--- src/rtl/ps2_key_event_decoder.sv ---
// PS/2 set-2 scan-code decoder: parses make/break/E0 sequences, tracks modifiers
// and Caps Lock, filters typematic repeats and queues key events in a FWFT FIFO.
module ps2_key_event_decoder #(
    parameter int unsigned FIFO_DEPTH    = 8,
    parameter int unsigned CNT_W         = 8,
    parameter bit          FILTER_REPEAT = 1'b1
) (
    input  logic                          clk,
    input  logic                          rst,
    input  logic [7:0]                    ps2_data,
    input  logic                          ps2_valid,
    output logic                          evt_valid,
    input  logic                          evt_ready,
    output logic [7:0]                    evt_code,
    output logic                          evt_ext,
    output logic                          evt_break,
    output logic [7:0]                    evt_ascii,
    output logic [$clog2(FIFO_DEPTH):0]   fifo_level,
    output logic                          overflow,
    output logic [CNT_W-1:0]              key_cnt,
    output logic                          shift_flag,
    output logic                          ctrl_flag,
    output logic                          alt_flag,
    output logic                          caps_flag
);

    localparam int unsigned AW = $clog2(FIFO_DEPTH);
    localparam logic [AW-1:0]    PTR_ONE = AW'(1);
    localparam logic [AW:0]      LVL_ONE = (AW + 1)'(1);
    localparam logic [AW:0]      LVL_FULL = (AW + 1)'(FIFO_DEPTH);
    localparam logic [CNT_W-1:0] CNT_ONE = CNT_W'(1);

    typedef enum logic [1:0] {
        S_IDLE,
        S_EXT,
        S_BRK,
        S_EXT_BRK
    } state_t;

    typedef struct packed {
        logic [7:0] code;
        logic       ext;
        logic       brk;
        logic [7:0] ascii;
    } event_t;

    state_t state_q, state_d;

    logic       ev_fire;
    logic [7:0] ev_code;
    logic       ev_ext;
    logic       ev_brk;
    logic [8:0] ev_key;
    logic       repeat_hit;
    logic       ev_take;
    logic       push;
    logic       pop;
    logic       drop;
    logic       full;
    event_t     ev_entry;
    event_t     head;
    event_t     last_q;
    event_t     mem [FIFO_DEPTH];

    logic [AW-1:0] wr_ptr;
    logic [AW-1:0] rd_ptr;
    logic [AW:0]   level_q;
    logic          held_v;
    logic [8:0]    held_key;
    logic          lshift, rshift, lctrl, rctrl, lalt, ralt, caps_q;

    function automatic logic [7:0] to_ascii(input logic [7:0] code, input logic upper);
        logic [7:0] a;
        logic       letter;
        letter = 1'b1;
        case (code)
            8'h1C: a = 8'h61;  8'h32: a = 8'h62;  8'h21: a = 8'h63;  8'h23: a = 8'h64;
            8'h24: a = 8'h65;  8'h2B: a = 8'h66;  8'h34: a = 8'h67;  8'h33: a = 8'h68;
            8'h43: a = 8'h69;  8'h3B: a = 8'h6A;  8'h42: a = 8'h6B;  8'h4B: a = 8'h6C;
            8'h3A: a = 8'h6D;  8'h31: a = 8'h6E;  8'h44: a = 8'h6F;  8'h4D: a = 8'h70;
            8'h15: a = 8'h71;  8'h2D: a = 8'h72;  8'h1B: a = 8'h73;  8'h2C: a = 8'h74;
            8'h3C: a = 8'h75;  8'h2A: a = 8'h76;  8'h1D: a = 8'h77;  8'h22: a = 8'h78;
            8'h35: a = 8'h79;  8'h1A: a = 8'h7A;
            default: begin
                letter = 1'b0;
                case (code)
                    8'h16: a = 8'h31;  8'h1E: a = 8'h32;  8'h26: a = 8'h33;  8'h25: a = 8'h34;
                    8'h2E: a = 8'h35;  8'h36: a = 8'h36;  8'h3D: a = 8'h37;  8'h3E: a = 8'h38;
                    8'h46: a = 8'h39;  8'h45: a = 8'h30;
                    8'h29: a = 8'h20;  8'h5A: a = 8'h0D;  8'h66: a = 8'h08;
                    default: a = 8'h00;
                endcase
            end
        endcase
        if (letter && upper) begin
            a = a - 8'h20;
        end
        return a;
    endfunction

    always_ff @(posedge clk) begin
        if (!rst) begin
            state_q <= S_IDLE;
        end else begin
            state_q <= state_d;
        end
    end

    always_comb begin
        state_d = state_q;
        ev_fire = 1'b0;
        ev_code = ps2_data;
        ev_ext  = 1'b0;
        ev_brk  = 1'b0;
        if (ps2_valid) begin
            case (state_q)
                S_IDLE: begin
                    if (ps2_data == 8'hE0) begin
                        state_d = S_EXT;
                    end else if (ps2_data == 8'hF0) begin
                        state_d = S_BRK;
                    end else if (!(ps2_data inside {8'hFA, 8'hAA, 8'hEE, 8'hFE})) begin
                        ev_fire = 1'b1;
                    end
                end
                S_EXT: begin
                    if (ps2_data == 8'hF0) begin
                        state_d = S_EXT_BRK;
                    end else begin
                        ev_fire = 1'b1;
                        ev_ext  = 1'b1;
                        state_d = S_IDLE;
                    end
                end
                S_BRK: begin
                    ev_fire = 1'b1;
                    ev_brk  = 1'b1;
                    state_d = S_IDLE;
                end
                S_EXT_BRK: begin
                    ev_fire = 1'b1;
                    ev_ext  = 1'b1;
                    ev_brk  = 1'b1;
                    state_d = S_IDLE;
                end
                default: state_d = S_IDLE;
            endcase
        end
    end

    assign ev_key     = {ev_ext, ev_code};
    assign repeat_hit = FILTER_REPEAT && held_v && (held_key == ev_key) && !ev_brk;
    assign ev_take    = ev_fire && !repeat_hit;

    assign evt_valid  = (level_q != '0);
    assign full       = (level_q == LVL_FULL);
    assign pop        = evt_valid && evt_ready;
    // A full FIFO still accepts the event when the head leaves in the same cycle.
    assign push       = ev_take && (!full || pop);
    assign drop       = ev_take && full && !pop;

    always_comb begin
        ev_entry.code  = ev_code;
        ev_entry.ext   = ev_ext;
        ev_entry.brk   = ev_brk;
        ev_entry.ascii = (!ev_ext && !ev_brk) ? to_ascii(ev_code, shift_flag ^ caps_q) : 8'h00;
    end

    // When empty the outputs show the most recently popped event.
    assign head       = evt_valid ? mem[rd_ptr] : last_q;
    assign evt_code   = head.code;
    assign evt_ext    = head.ext;
    assign evt_break  = head.brk;
    assign evt_ascii  = head.ascii;
    assign fifo_level = level_q;

    assign shift_flag = lshift | rshift;
    assign ctrl_flag  = lctrl | rctrl;
    assign alt_flag   = lalt | ralt;
    assign caps_flag  = caps_q;

    always_ff @(posedge clk) begin
        if (push) begin
            mem[wr_ptr] <= ev_entry;
        end
    end

    always_ff @(posedge clk) begin
        if (!rst) begin
            wr_ptr   <= '0;
            rd_ptr   <= '0;
            level_q  <= '0;
            last_q   <= '0;
            overflow <= 1'b0;
            key_cnt  <= '0;
        end else begin
            if (pop) begin
                last_q <= mem[rd_ptr];
                rd_ptr <= rd_ptr + PTR_ONE;
            end
            if (push) begin
                wr_ptr <= wr_ptr + PTR_ONE;
            end
            if (push && !pop) begin
                level_q <= level_q + LVL_ONE;
            end else if (pop && !push) begin
                level_q <= level_q - LVL_ONE;
            end
            if (drop) begin
                overflow <= 1'b1;
            end
            if (push && ev_brk) begin
                key_cnt <= key_cnt + CNT_ONE;
            end
        end
    end

    always_ff @(posedge clk) begin
        if (!rst) begin
            held_v   <= 1'b0;
            held_key <= '0;
            lshift   <= 1'b0;
            rshift   <= 1'b0;
            lctrl    <= 1'b0;
            rctrl    <= 1'b0;
            lalt     <= 1'b0;
            ralt     <= 1'b0;
            caps_q   <= 1'b0;
        end else if (ev_take) begin
            if (!ev_brk) begin
                held_v   <= 1'b1;
                held_key <= ev_key;
            end else if (held_v && held_key == ev_key) begin
                held_v <= 1'b0;
            end
            if (!ev_ext) begin
                case (ev_code)
                    8'h12: lshift <= !ev_brk;
                    8'h59: rshift <= !ev_brk;
                    8'h14: lctrl  <= !ev_brk;
                    8'h11: lalt   <= !ev_brk;
                    8'h58: if (!ev_brk) caps_q <= !caps_q;
                    default: ;
                endcase
            end else begin
                case (ev_code)
                    8'h14: rctrl <= !ev_brk;
                    8'h11: ralt  <= !ev_brk;
                    default: ;
                endcase
            end
        end
    end

endmodule

--- config.mk ---
export PLATFORM = sky130hd
export DESIGN_NAME = ps2_key_event_decoder
export DESIGN_NICKNAME = d
export VERILOG_FILES = /design/src/rtl/ps2_key_event_decoder.sv
export SDC_FILE = /design/constraint.sdc
export NUM_CORES = 1
export LEC_CHECK = 0
export ABC_AREA = 0
export CELL_PAD_IN_SITES_DETAIL_PLACEMENT = 0
export CELL_PAD_IN_SITES_GLOBAL_PLACEMENT = 1
export CORE_MARGIN = 4
export CORE_UTILIZATION = 50
export CTS_BUF_LIST = sky130_fd_sc_hd__clkbuf_4 sky130_fd_sc_hd__clkbuf_8
export DETAILED_ROUTE_END_ITERATION = 8
export HOLD_SLACK_MARGIN = 0.12
export PLACE_DENSITY_LB_ADDON = 0.12
export SLEW_MARGIN = 20
export SYNTH_ARGS = -nofsm -noshare
export SYNTH_HDL_FRONTEND = slang
export SYNTH_SLANG_ARGS = --single-unit
--- constraint.sdc ---
create_clock -name clk -period 9.8 [get_ports clk]
set_input_delay 1.96 -clock clk [delete_from_list [all_inputs] [get_ports clk]]
set_output_delay 1.96 -clock clk [all_outputs]
set_load 0.02 [all_outputs]
==> key figures, run 1 <==
Flow run
  – Max_cap viols: 0

Routing
  – Router iterations before antenna repair: 5
  – Post-DR wirelength/cell: 20.3 um
  – Metal3 WL: 1150 um
  – Met2 routed WL: 9630 um
  – WL met1: 8990 um
  – Final WL: 20200 um
  – Via count: 5794
  – DRC Markers: 0
  – ANT nets after route: 0
  – 1st-iter DRT viols: 492
  – Uppermost layer routed: met4
  – Vias per cell: 5.83

Global routing
  – Initial antenna violation count: 0
  – GRT Util Overall: 0.206
  – Largest net degree at the start of global routing: 43
  – Vias in the first global route: 5838
  – Global-route wire length before repair: 32400 um
  – Congestion Overflow GR: 0

Logic synthesis
  – Top cells by area, synth: edfxtp_1, dfxtp_1, mux4_2
  – Post-synth top cells: edfxtp_1, nor2_1, dfxtp_1
  – Cell area after synthesis: 9010 um^2
  – Post-synth top area share: 0.480
  – Main flop type after synthesis: edfxtp_1
  – Syn Inst Count: 684
  – Ys async rst share: 0
  – Number of flops mapped to enable cells by yosys: 144
  – Yosys top cell by area: edfxtp_1
  – Netlist cell types: 66
  – Yosys reg bits: 203
  – Avg Cell Area, Syn: 13.2 um^2
  – Yosys warns: 0
  – Top-count cell post-synth: edfxtp_1
  – Post-synthesis sequential area ratio: 0.611

CTS
  – TritonCTS clock tree: built
  – Post-cts hold buffer count: 0
  – H-tree depth: 2
  – Maximum clock path buffer count: 3
  – TritonCTS buffer count: 35
  – Post-CTS Setup Bufs: 0
  – Clk slew on worst S/H paths: 0.05 ns
  – Sink Count: 203
  – CTS root buf: clkbuf_8
  – Skew-Pair Late Insertion Delay: 0.53 ns
  – Resized Gates After CTS: 0

STA
  – Slew headroom: 0.336
  – Final clock skew: 0.0281 ns
  – Max Fclk: 0.181 GHz
  – Unrepaired setup endpoints after global routing: no
  – Worst Max-Slew Pin Slew: 0.995 ns
  – Sum of negative setup slack: 0 ns
  – Crit path time final: 5.54 ns
  – Final setup margin: 4.26 ns
  – Final Hold Vio Count: 0
  – Final period util: 0.565
  – Final setup violation count: 0
  – Count of final max-slew check failures: 0

Floorplan
  – Num ports: 48
  – Total die area: 20200 um^2
  – Die width: 142 um
  – Starting Density: 0.515
  – Rows: 48
  – Die Ht: 142 um
  – Core area: 17500 um^2

Worst setup path
  – Crit end category: flip-flop
  – WS Path Type: input pin to flip-flop
  – CP Max Fanout: 26
  – CP required: 10.25 ns
  – Crit path launch type: input pin
  – Worst path arrival time: 5.99 ns

Outcome
  – Status: completed

Placed design
  – RD Place Congestion: 0.857
  – DP Worst Slack: 3.70 ns
  – Detailed Place HPWL: 12500 um
  – Number of port buffers: 47

Cells and area
  – Antenna cells: 0
  – # nets final: 761
  – Layout cell share with drive strength beyond 1: 0.176
  – Layout area overhead: 16.0%

Worst hold path
  – Worst Hold Class: flip-flop to flip-flop

Pwr
  – Total chip power: 0.00258 W
  – Power per cell area: 247 nW/um^2
  – LEAKAGE: 3.49 nW
  – Peak supply drop: 207 uV
## area by class of cell
class | count | area [um^2]
Fill cell | 1363 | 7020
Sequential cell | 203 | 5510
Inverter | 12 | 45.0
Multi-Input combinational cell | 425 | 3300
Clock buffer | 54 | 649
Timing Repair Buffer | 65 | 606
Tap cell | 225 | 282
Clock inverter | 10 | 63.8
## flip-flops by register name (all words and copies together) (netlist names), named ones only
register,count
lshift,1
held_key,9
wr_ptr,3
lalt,1
rd_ptr,3
rctrl,1
rshift,1
ralt,1
last_q,18
mem,144
fifo_level,4
key_cnt,8
state_q,2
caps_flag,1
lctrl,1
held_v,1
overflow,1
## logic make-up (layout without fill, tap and decap cells)
group	count (synthesis)	in the layout	share of synthesized area
simple gates	195	195	0.107
buf+inv	63	141	0.0300
other cells	1	8	0.000416
flops	203	203	0.611
fa+ha+maj	7	7	0.0106
xor+xnor	24	24	0.0233
mux	71	71	0.129
compound gates	120	120	0.0883
## metrics by stage
stage	cells	util	hold WS (ns)	area (um^2)
after floorplan	691	-	0.433	9030
after global placement	930	0.557	0.444	9740
after detailed placement	930	0.557	0.455	9740
after CTS	994	0.598	0.463	10500
after global routing	994	0.598	0.502	10500
final	994	0.598	0.464	10500
## worst max-delay path, stage by stage
cell             delay, ns
clkdlybuf4s50_1       0.91
and3b_1               0.46
nand4_1               0.14
o21ai_1               0.13
or3_1                 0.47
nand2b_2              0.32
inv_2                 0.14
ha_1                  0.19
inv_1                 0.09
ha_1                  0.28
a21o_1                0.18
a21oi_1               0.17
xnor2_1               0.09
or3_1                 0.30
a21oi_1               0.14
## layer usage
| metal | up-vias | GRT usage |
|---|---|---|
| met4 | 0 | 0.0707 |
| met5 | - | 0 |
| met1 | 2833 | 0.289 |
| met3 | 35 | 0.0423 |
| met2 | 193 | 0.322 |
| li1 | 2733 | - |
## placed cells by master, fill, tap and decap left out, types with 6 or more instances in the layout
| cell | count |
|---|---|
| mux4_2 | 36 |
| edfxtp_1 | 144 |
| nand3_1 | 12 |
| xor2_1 | 6 |
| o21ai_0 | 13 |
| ha_1 | 6 |
| dfxtp_1 | 58 |
| a211oi_1 | 18 |
| nand2b_1 | 6 |
| mux2i_1 | 35 |
| xnor2_1 | 18 |
| nand2_1 | 32 |
| nor3_1 | 10 |
| inv_1 | 10 |
| conb_1 | 8 |
| nor2_1 | 78 |
| a21oi_1 | 40 |
| buf_4 | 18 |
| clkdlybuf4s50_1 | 47 |
| clkinv_1 | 6 |
| clkbuf_8 | 39 |
| nor2b_1 | 9 |
| or3_1 | 7 |
| a31oi_1 | 7 |
| clkbuf_4 | 15 |
## power breakdown
| part | switching (W) | internal, W |
|---|---|---|
| sequential | 0.0000366 | 0.000993 |
| clock | 0.000334 | 0.000426 |
| combinational | 0.000431 | 0.000360 |
| total | 0.000802 | 0.00178 |
## path summary, 6_finish.rpt
check                     startpoint                          to  slack (ns)  cells past startpoint
max                      ps2_data[5]  fifo_level[3]$_SDFFE_PN0P_        4.26                     15
min              rshift$_SDFFE_PN0P_         rshift$_SDFFE_PN0P_        0.46                      2
max reg2reg  state_q[1]$_SDFFE_PN0P_  fifo_level[3]$_SDFFE_PN0P_        6.25                     14
min reg2reg      rshift$_SDFFE_PN0P_         rshift$_SDFFE_PN0P_        0.46                      2
(Power assumes the default switching activity.)
==> run 2, diff against run 1 <==
==> constraint.sdc (replaced) <==
create_clock -name clk -period 5.2 [get_ports clk]
set_input_delay 1.04 -clock clk [delete_from_list [all_inputs] [get_ports clk]]
set_output_delay 1.04 -clock clk [all_outputs]
set_load 0.02 [all_outputs]
==> run 2 against run 1 <==
Against the previous run: setup slack got worse by 3.4 ns; register-to-register slack lost 4.5 ns; count of clock-buffer cells in the layout down 10; highest routed layer unchanged.
==> key figures, run 2 (synthesis results as in run 1) <==
Global routing
  – Largest net degree at the start of global routing: 40 (-7.0%)
  – Global-route wire length before repair: 32400 um (+0.11%)
  – Initial antenna violation count: 0 (unchanged)
  – Vias in the first global route: 5891 (+0.91%)
  – GRT Util Overall: 0.206 (+0.000476)
  – Congestion Overflow GR: 0 (unchanged)

Routing
  – DRC Markers: 0 (unchanged)
  – Via count: 5869 (+1.3%)
  – 1st-iter DRT viols: 445 (-9.6%)
  – ANT nets after route: 0 (unchanged)
  – Router iterations before antenna repair: 7 (+2)
  – Vias per cell: 5.85 (+0.39%)
  – Final WL: 20200 um (+0.27%)
  – Post-DR wirelength/cell: 20.2 um (-0.63%)

Floorplan
  – Die width: 142 um (unchanged)
  – Num ports: 48 (unchanged)
  – Die Ht: 142 um (unchanged)
  – Rows: 48 (unchanged)
  – Core area: 17500 um^2 (unchanged)
  – Total die area: 20200 um^2 (unchanged)
  – Starting Density: 0.515 (unchanged)

STA
  – Final clock skew: 0.0337 ns (+0.00555 ns)
  – Count of final max-slew check failures: 0 (unchanged)
  – Slew headroom: 0.444 (+0.108)
  – Max Fclk: 0.232 GHz
  – Final Hold Vio Count: 0 (unchanged)
  – Sum of negative setup slack: 0 ns (unchanged)
  – Unrepaired setup endpoints after global routing: no
  – Crit path time final: 4.31 ns
  – Min Hold Slack: 0.466 ns (+0.00161 ns)
  – Final setup violation count: 0 (unchanged)
  – Worst Max-Slew Pin Slew: 0.823 ns (-0.171 ns)
  – Final period util: 0.829

Cells and area
  – Commonest non-fill, non-tap cell in the layout: edfxtp_1
  – FF/Latch Area: 5510 um^2 (about the same)
  – Area of the multi-input gates: 3300 um^2 (unchanged)
  – Leading cell types in the layout, fill and taps excluded: edfxtp_1, nor2_1, dfxtp_1, clkdlybuf4s50_1, a21oi_1
  – Layout cell share with drive strength beyond 1: 0.184 (+0.00825)
  – # nets final: 771 (+1.3%)
  – Biggest regs: mem x144, last_q x18, held_key x9
  – Fin cells: 1003 (+0.91%)
  – Reg with most FFs: mem
  – Fill count: 1351 (-0.88%)
  – Antenna cells: 0 (unchanged)
  – Max reg flops: 144 (unchanged)
  – Finished Cell Area: 10500 um^2 (+0.77%)
  – Layout area overhead: 16.9%

CTS
  – Post-CTS Setup Bufs: 0 (unchanged)
  – Maximum clock path buffer count: 3 (unchanged)
  – TritonCTS buffer count: 36 (+2.9%)
  – Clk slew on worst S/H paths: 0.06 ns (about the same)
  – TritonCTS clock tree: built
  – Post-cts hold buffer count: 0 (unchanged)
  – H-tree depth: 2 (unchanged)
  – Sink Count: 203 (unchanged)
  – Skew-Pair Late Insertion Delay: 0.52 ns (about the same)
  – CTS root buf: clkbuf_8
  – Resized Gates After CTS: 0 (unchanged)

Placed design
  – Placed cell area: 9810 um^2 (+0.71%)
  – Placed insts: 939 (+0.97%)
  – Detailed Place HPWL: 12700 um (+1.4%)
  – RD Place Congestion: 0.969 (+13%)
  – Number of port buffers: 47 (unchanged)

Pwr
  – Comb power frac: 0.302 (-0.005)
  – Clk pwr share: 0.298 (+0.003)
  – Power per cell area: 464 nW/um^2 (+88%)
  – Reg power frac: 0.400 (about the same)
  – P_sw: 0.00150 W (+87%)
  – Total chip power: 0.00489 W (+90%)
  – Switching share of power: 0.307 (-0.00331)
  – Peak supply drop: 385 uV (+86%)
  – Pint: 0.00339 W (+90%)
  – LEAKAGE: 3.54 nW (+1.5%)

Worst setup path
  – Worst path arrival time: 4.76 ns (-1.23 ns)
  – Crit path launch type: input pin
  – R2r setup slk: 1.77 ns (-4.48 ns)
  – CP required: 5.64 ns (-4.61 ns)
  – CP Max Fanout: 14 (-46%)
  – WS Path Type: input pin to flip-flop
  – Crit end category: flip-flop

Outcome
  – Status: completed

Flow run
  – Max_cap viols: 0 (unchanged)

Worst hold path
  – Worst Hold Class: flip-flop to flip-flop
==> run 2: changes by cell type in the layout (fill, tap and decap cells not counted) <==
cell | previous run | this run
clkbuf_4 | 15 | 5
clkinv_1 | 6 | 8
clkinv_2 | 1 | 8
o21ai_0 | 13 | 12
bufinv_16 | 0 | 2
clkinv_8 | 1 | 0
dfxtp_1 | 58 | 57
buf_4 | 18 | 27
dfxtp_2 | 1 | 2
o21ai_1 | 1 | 2
==> run 2: worst max-delay path, cell delays in order <==
cell	delay, ns
clkdlybuf4s50_1	0.69
nor4_1	0.51
nand4_1	0.22
o21ai_1	0.29
or3_1	0.17
nand2b_2	0.24
inv_2	0.11
ha_1	0.24
inv_1	0.12
ha_1	0.24
a21o_1	0.17
a21oi_1	0.17
xnor2_1	0.09
or3_1	0.30
a21oi_1	0.14
==> run 2: metal layers <==
layer	vias up	GRT usage	wire (um)
met5	-	0	0
met4	0	0.0707	525
met3	49	0.0400	1230
met2	215	0.340	9900
met1	2862	0.276	8590
li1	2743	-	-
==> run 2: worst paths after layout <==
path	start	to	cells past startpoint
max	ps2_data[3]	fifo_level[3]$_SDFFE_PN0P_	15
min	rshift$_SDFFE_PN0P_	rshift$_SDFFE_PN0P_	2
max reg2reg	state_q[1]$_SDFFE_PN0P_	fifo_level[3]$_SDFFE_PN0P_	14
min reg2reg	rshift$_SDFFE_PN0P_	rshift$_SDFFE_PN0P_	2
==> run 2: layout make-up <==
cell class | instances | share of cell area
clock buffer | 44 | 0.0545
clock inverter | 20 | 0.0143
inverter | 12 | 0.00428
multi-input combinational | 425 | 0.313
sequential | 203 | 0.523
tap | 225 | 0.0267
timing repair buffer | 74 | 0.0639
==> run 2: power groups by stage <==
stage / clock network, W / logic (W) / registers [W]
floorplan: 0 / 0.000997 / 0.00197
global placement: 0 / 0.00148 / 0.00198
detailed placement: 0 / 0.00150 / 0.00199
CTS: 0.00150 / 0.00150 / 0.00195
global route: 0.00158 / 0.00161 / 0.00197
finish: 0.00146 / 0.00148 / 0.00195
==> run 2: per-stage QoR <==
| stage | utilization | worst slack [ns] |
|---|---|---|
| 6_report | 0.603 | 0.888 |
| 5_1_grt | 0.603 | 0.603 |
| 4_1_cts | 0.603 | 0.994 |
| 3_5_place_dp | 0.561 | 0.443 |
| 3_3_place_gp | 0.561 | 0.550 |
| 2_1_floorplan | - | 0.474 |
==> run 3, diff against run 2 <==
==> constraint.sdc (replaced) <==
create_clock -name clk -period 4 [get_ports clk]
set_input_delay 0.8 -clock clk [delete_from_list [all_inputs] [get_ports clk]]
set_output_delay 0.8 -clock clk [all_outputs]
set_load 0.02 [all_outputs]
==> run 3 against run 2 <==
Against the previous run: wire length grew 0.16%; combinational power is 32% higher; clock skew is 0.017 ns lower; sequential cell count unchanged; register-to-register slack got worse by 0.86 ns; sequential share of layout area down 1.2 points; critical path depth down 10; die area stayed put; critical path type is now flip-flop to output port; largest power group unchanged.
==> key figures, run 3 (synthesis results as in run 1) <==
Outcome
  – Status: completed

Worst setup path
  – Slowest cell on crit path: clkdlybuf4s50_1
  – WS Path Type: flip-flop to output port
  – Worst path arrival time: 2.75 ns (-2.01 ns)
  – R2r worst-path depth: 14 (unchanged)
  – Worst Path Buf+Inv: 2 (-1)
  – FF-to-FF Start: state_q[0]$_SDFFE_PN0P_
  – Top delay family on crit path: buffers and inverters
  – Crit end category: output port
  – CP Max Fanout: 23 (+9)
  – CP max stage delay: 0.55 ns (-0.14 ns)
  – Worst-path cell chain: buf_12, mux4_2, mux2i_1, a21oi_1, clkdlybuf4s50_1
  – CP required: 3.20 ns (-2.44 ns)
  – FF-to-FF End: fifo_level[3]$_SDFFE_PN0P_
  – Crit path launch type: flip-flop
  – R2r setup slk: 0.91 ns (-0.86 ns)

Routing
  – Vias per cell: 5.83 (-0.43%)
  – Post-DR wirelength/cell: 19.8 um (-2.1%)
  – Final WL: 20300 um (+0.16%)
  – DRC Markers: 0 (unchanged)
  – Router iterations before antenna repair: 5 (-2)
  – Via count: 5978 (+1.9%)
  – 1st-iter DRT viols: 335 (-25%)
  – ANT nets after route: 0 (unchanged)

Pwr
  – Peak supply drop: 443 uV (+15%)
  – Power per cell area: 596 nW/um^2 (+28%)
  – LEAKAGE: 3.68 nW (+4.0%)

CTS
  – Resized Gates After CTS: 0 (unchanged)
  – TritonCTS buffer count: 35 (-2.8%)
  – Skew-Pair Late Insertion Delay: 0.50 ns (-0.02 ns)
  – Clk slew on worst S/H paths: 0.05 ns (about the same)
  – TritonCTS clock tree: built
  – H-tree depth: 2 (unchanged)
  – CTS root buf: clkbuf_8
  – Sink Count: 203 (unchanged)
  – Post-CTS Setup Bufs: 0 (unchanged)
  – Post-cts hold buffer count: 0 (unchanged)
  – Maximum clock path buffer count: 3 (unchanged)

Floorplan
  – Num ports: 48 (unchanged)
  – Die width: 142 um (unchanged)
  – Total die area: 20200 um^2 (unchanged)
  – Rows: 48 (unchanged)
  – Core area: 17500 um^2 (unchanged)
  – Die Ht: 142 um (unchanged)
  – Starting Density: 0.515 (unchanged)

Cells and area
  – Leading cell types in the layout, fill and taps excluded: edfxtp_1, nor2_1, dfxtp_1, buf_4, clkdlybuf4s50_1
  – Layout cell share with drive strength beyond 1: 0.208 (+0.0247)
  – # nets final: 797 (+3.4%)
  – Antenna cells: 0 (unchanged)
  – Layout area overhead: 19.6%
  – Max reg flops: 144 (unchanged)
  – Biggest regs: mem x144, last_q x18, held_key x9
  – Fill count: 1346 (-0.37%)
  – Area of the multi-input gates: 3310 um^2 (+0.27%)
  – Commonest non-fill, non-tap cell in the layout: edfxtp_1
  – Reg with most FFs: mem
  – Finished Cell Area: 10800 um^2 (+2.3%)
  – FF/Latch Area: 5510 um^2 (about the same)

Worst hold path
  – Worst hold start: lshift$_SDFFE_PN0P_
  – Worst hold endpoint: lshift$_SDFFE_PN0P_
  – Hold path cells: 2 (unchanged)
  – Worst Hold Class: flip-flop to flip-flop

Placed design
  – Detailed Place HPWL: 13000 um (+2.4%)
  – DP Worst Slack: -0.0279 ns (-0.471 ns)
  – Number of port buffers: 47 (unchanged)
  – RD Place Congestion: 0.934 (-3.6%)
  – Placed cell area: 10100 um^2 (+2.5%)

STA
  – Slew headroom: 0.548 (+0.104)
  – Crit path time final: 3.55 ns
  – Final period util: 0.888
  – Count of final max-slew check failures: 0 (unchanged)
  – Final clock skew: 0.0164 ns (-0.0173 ns)
  – Worst Max-Slew Pin Slew: 0.675 ns (-0.148 ns)
  – Unrepaired setup endpoints after global routing: no
  – Max Fclk: 0.282 GHz
  – Final Hold Vio Count: 0 (unchanged)
  – Final setup violation count: 0 (unchanged)
  – Final setup margin: 0.449 ns (-0.439 ns)

Global routing
  – Global-route wire length before repair: 33200 um (+2.4%)
  – Congestion Overflow GR: 0 (unchanged)
  – Initial antenna violation count: 0 (unchanged)
  – GRT Util Overall: 0.208 (+0.00181)
  – Largest net degree at the start of global routing: 40 (unchanged)
  – Vias in the first global route: 6189 (+5.1%)

Flow run
  – Max_cap viols: 0 (unchanged)
-- run 3: cell count changes in the layout (fill, tap and decap cells not counted), sizes merged --
cell,previous run,this run
clkinv,16,10
clkinvlp,2,1
clkbuf,44,47
buf,27,54
bufinv,2,3
inv,12,11
-- run 3: routing by layer --
layer | GRT usage | share of wire | vias to the layer above
met5 | 0 | 0 | -
met4 | 0.0652 | 0.020 | 0
met3 | 0.0366 | 0.050 | 38
met2 | 0.350 | 0.49 | 176
met1 | 0.277 | 0.44 | 2971
li1 | - | - | 2793
-- run 3: final cells by class --
| type | count | share of cell area |
|---|---|---|
| flip-flops and latches | 203 | 0.511 |
| repair buffers | 101 | 0.0848 |
| clock buffers | 47 | 0.0542 |
| clock inverters | 13 | 0.0127 |
| inverters | 12 | 0.00418 |
| well taps | 225 | 0.0261 |
| multi-input cells | 425 | 0.307 |
-- run 3: worst max-delay path by stage --
stage / endpoint / depth (start not counted)
2_1_floorplan: mem[4][0]$_DFFE_PP_ / 8
3_3_place_gp: fifo_level[3]$_SDFFE_PN0P_ / 15
3_5_place_dp: fifo_level[3]$_SDFFE_PN0P_ / 15
4_1_cts: evt_ascii[4] / 5
5_1_grt: evt_code[0] / 5
6_report: evt_code[0] / 5
-- run 3: metrics by stage --
stage               total power, W  std cells   util  hold slack (ns)  TNS (ns)
finish                     0.00642       1026  0.617            0.460         0
detailed placement         0.00456        966  0.575            0.457   -0.0279
global placement           0.00453        966  0.575            0.444         0
CTS                        0.00651       1026  0.617            0.468         0
floorplan                  0.00385        691      -            0.433    -21.34
global route               0.00680       1026  0.617            0.503         0
-- run 3: report_power, final --
part	internal, W	switching, W	leakage, nW
registers	0.00243	0.000115	1.81
logic	0.000926	0.00102	1.49
clock network	0.00114	0.000785	0.378
-- run 3: worst min-delay path: stages (launching register included) --
cell and delay (ns):
dfxtp_1 0.30, nand2_1 0.05, mux2i_1 0.06
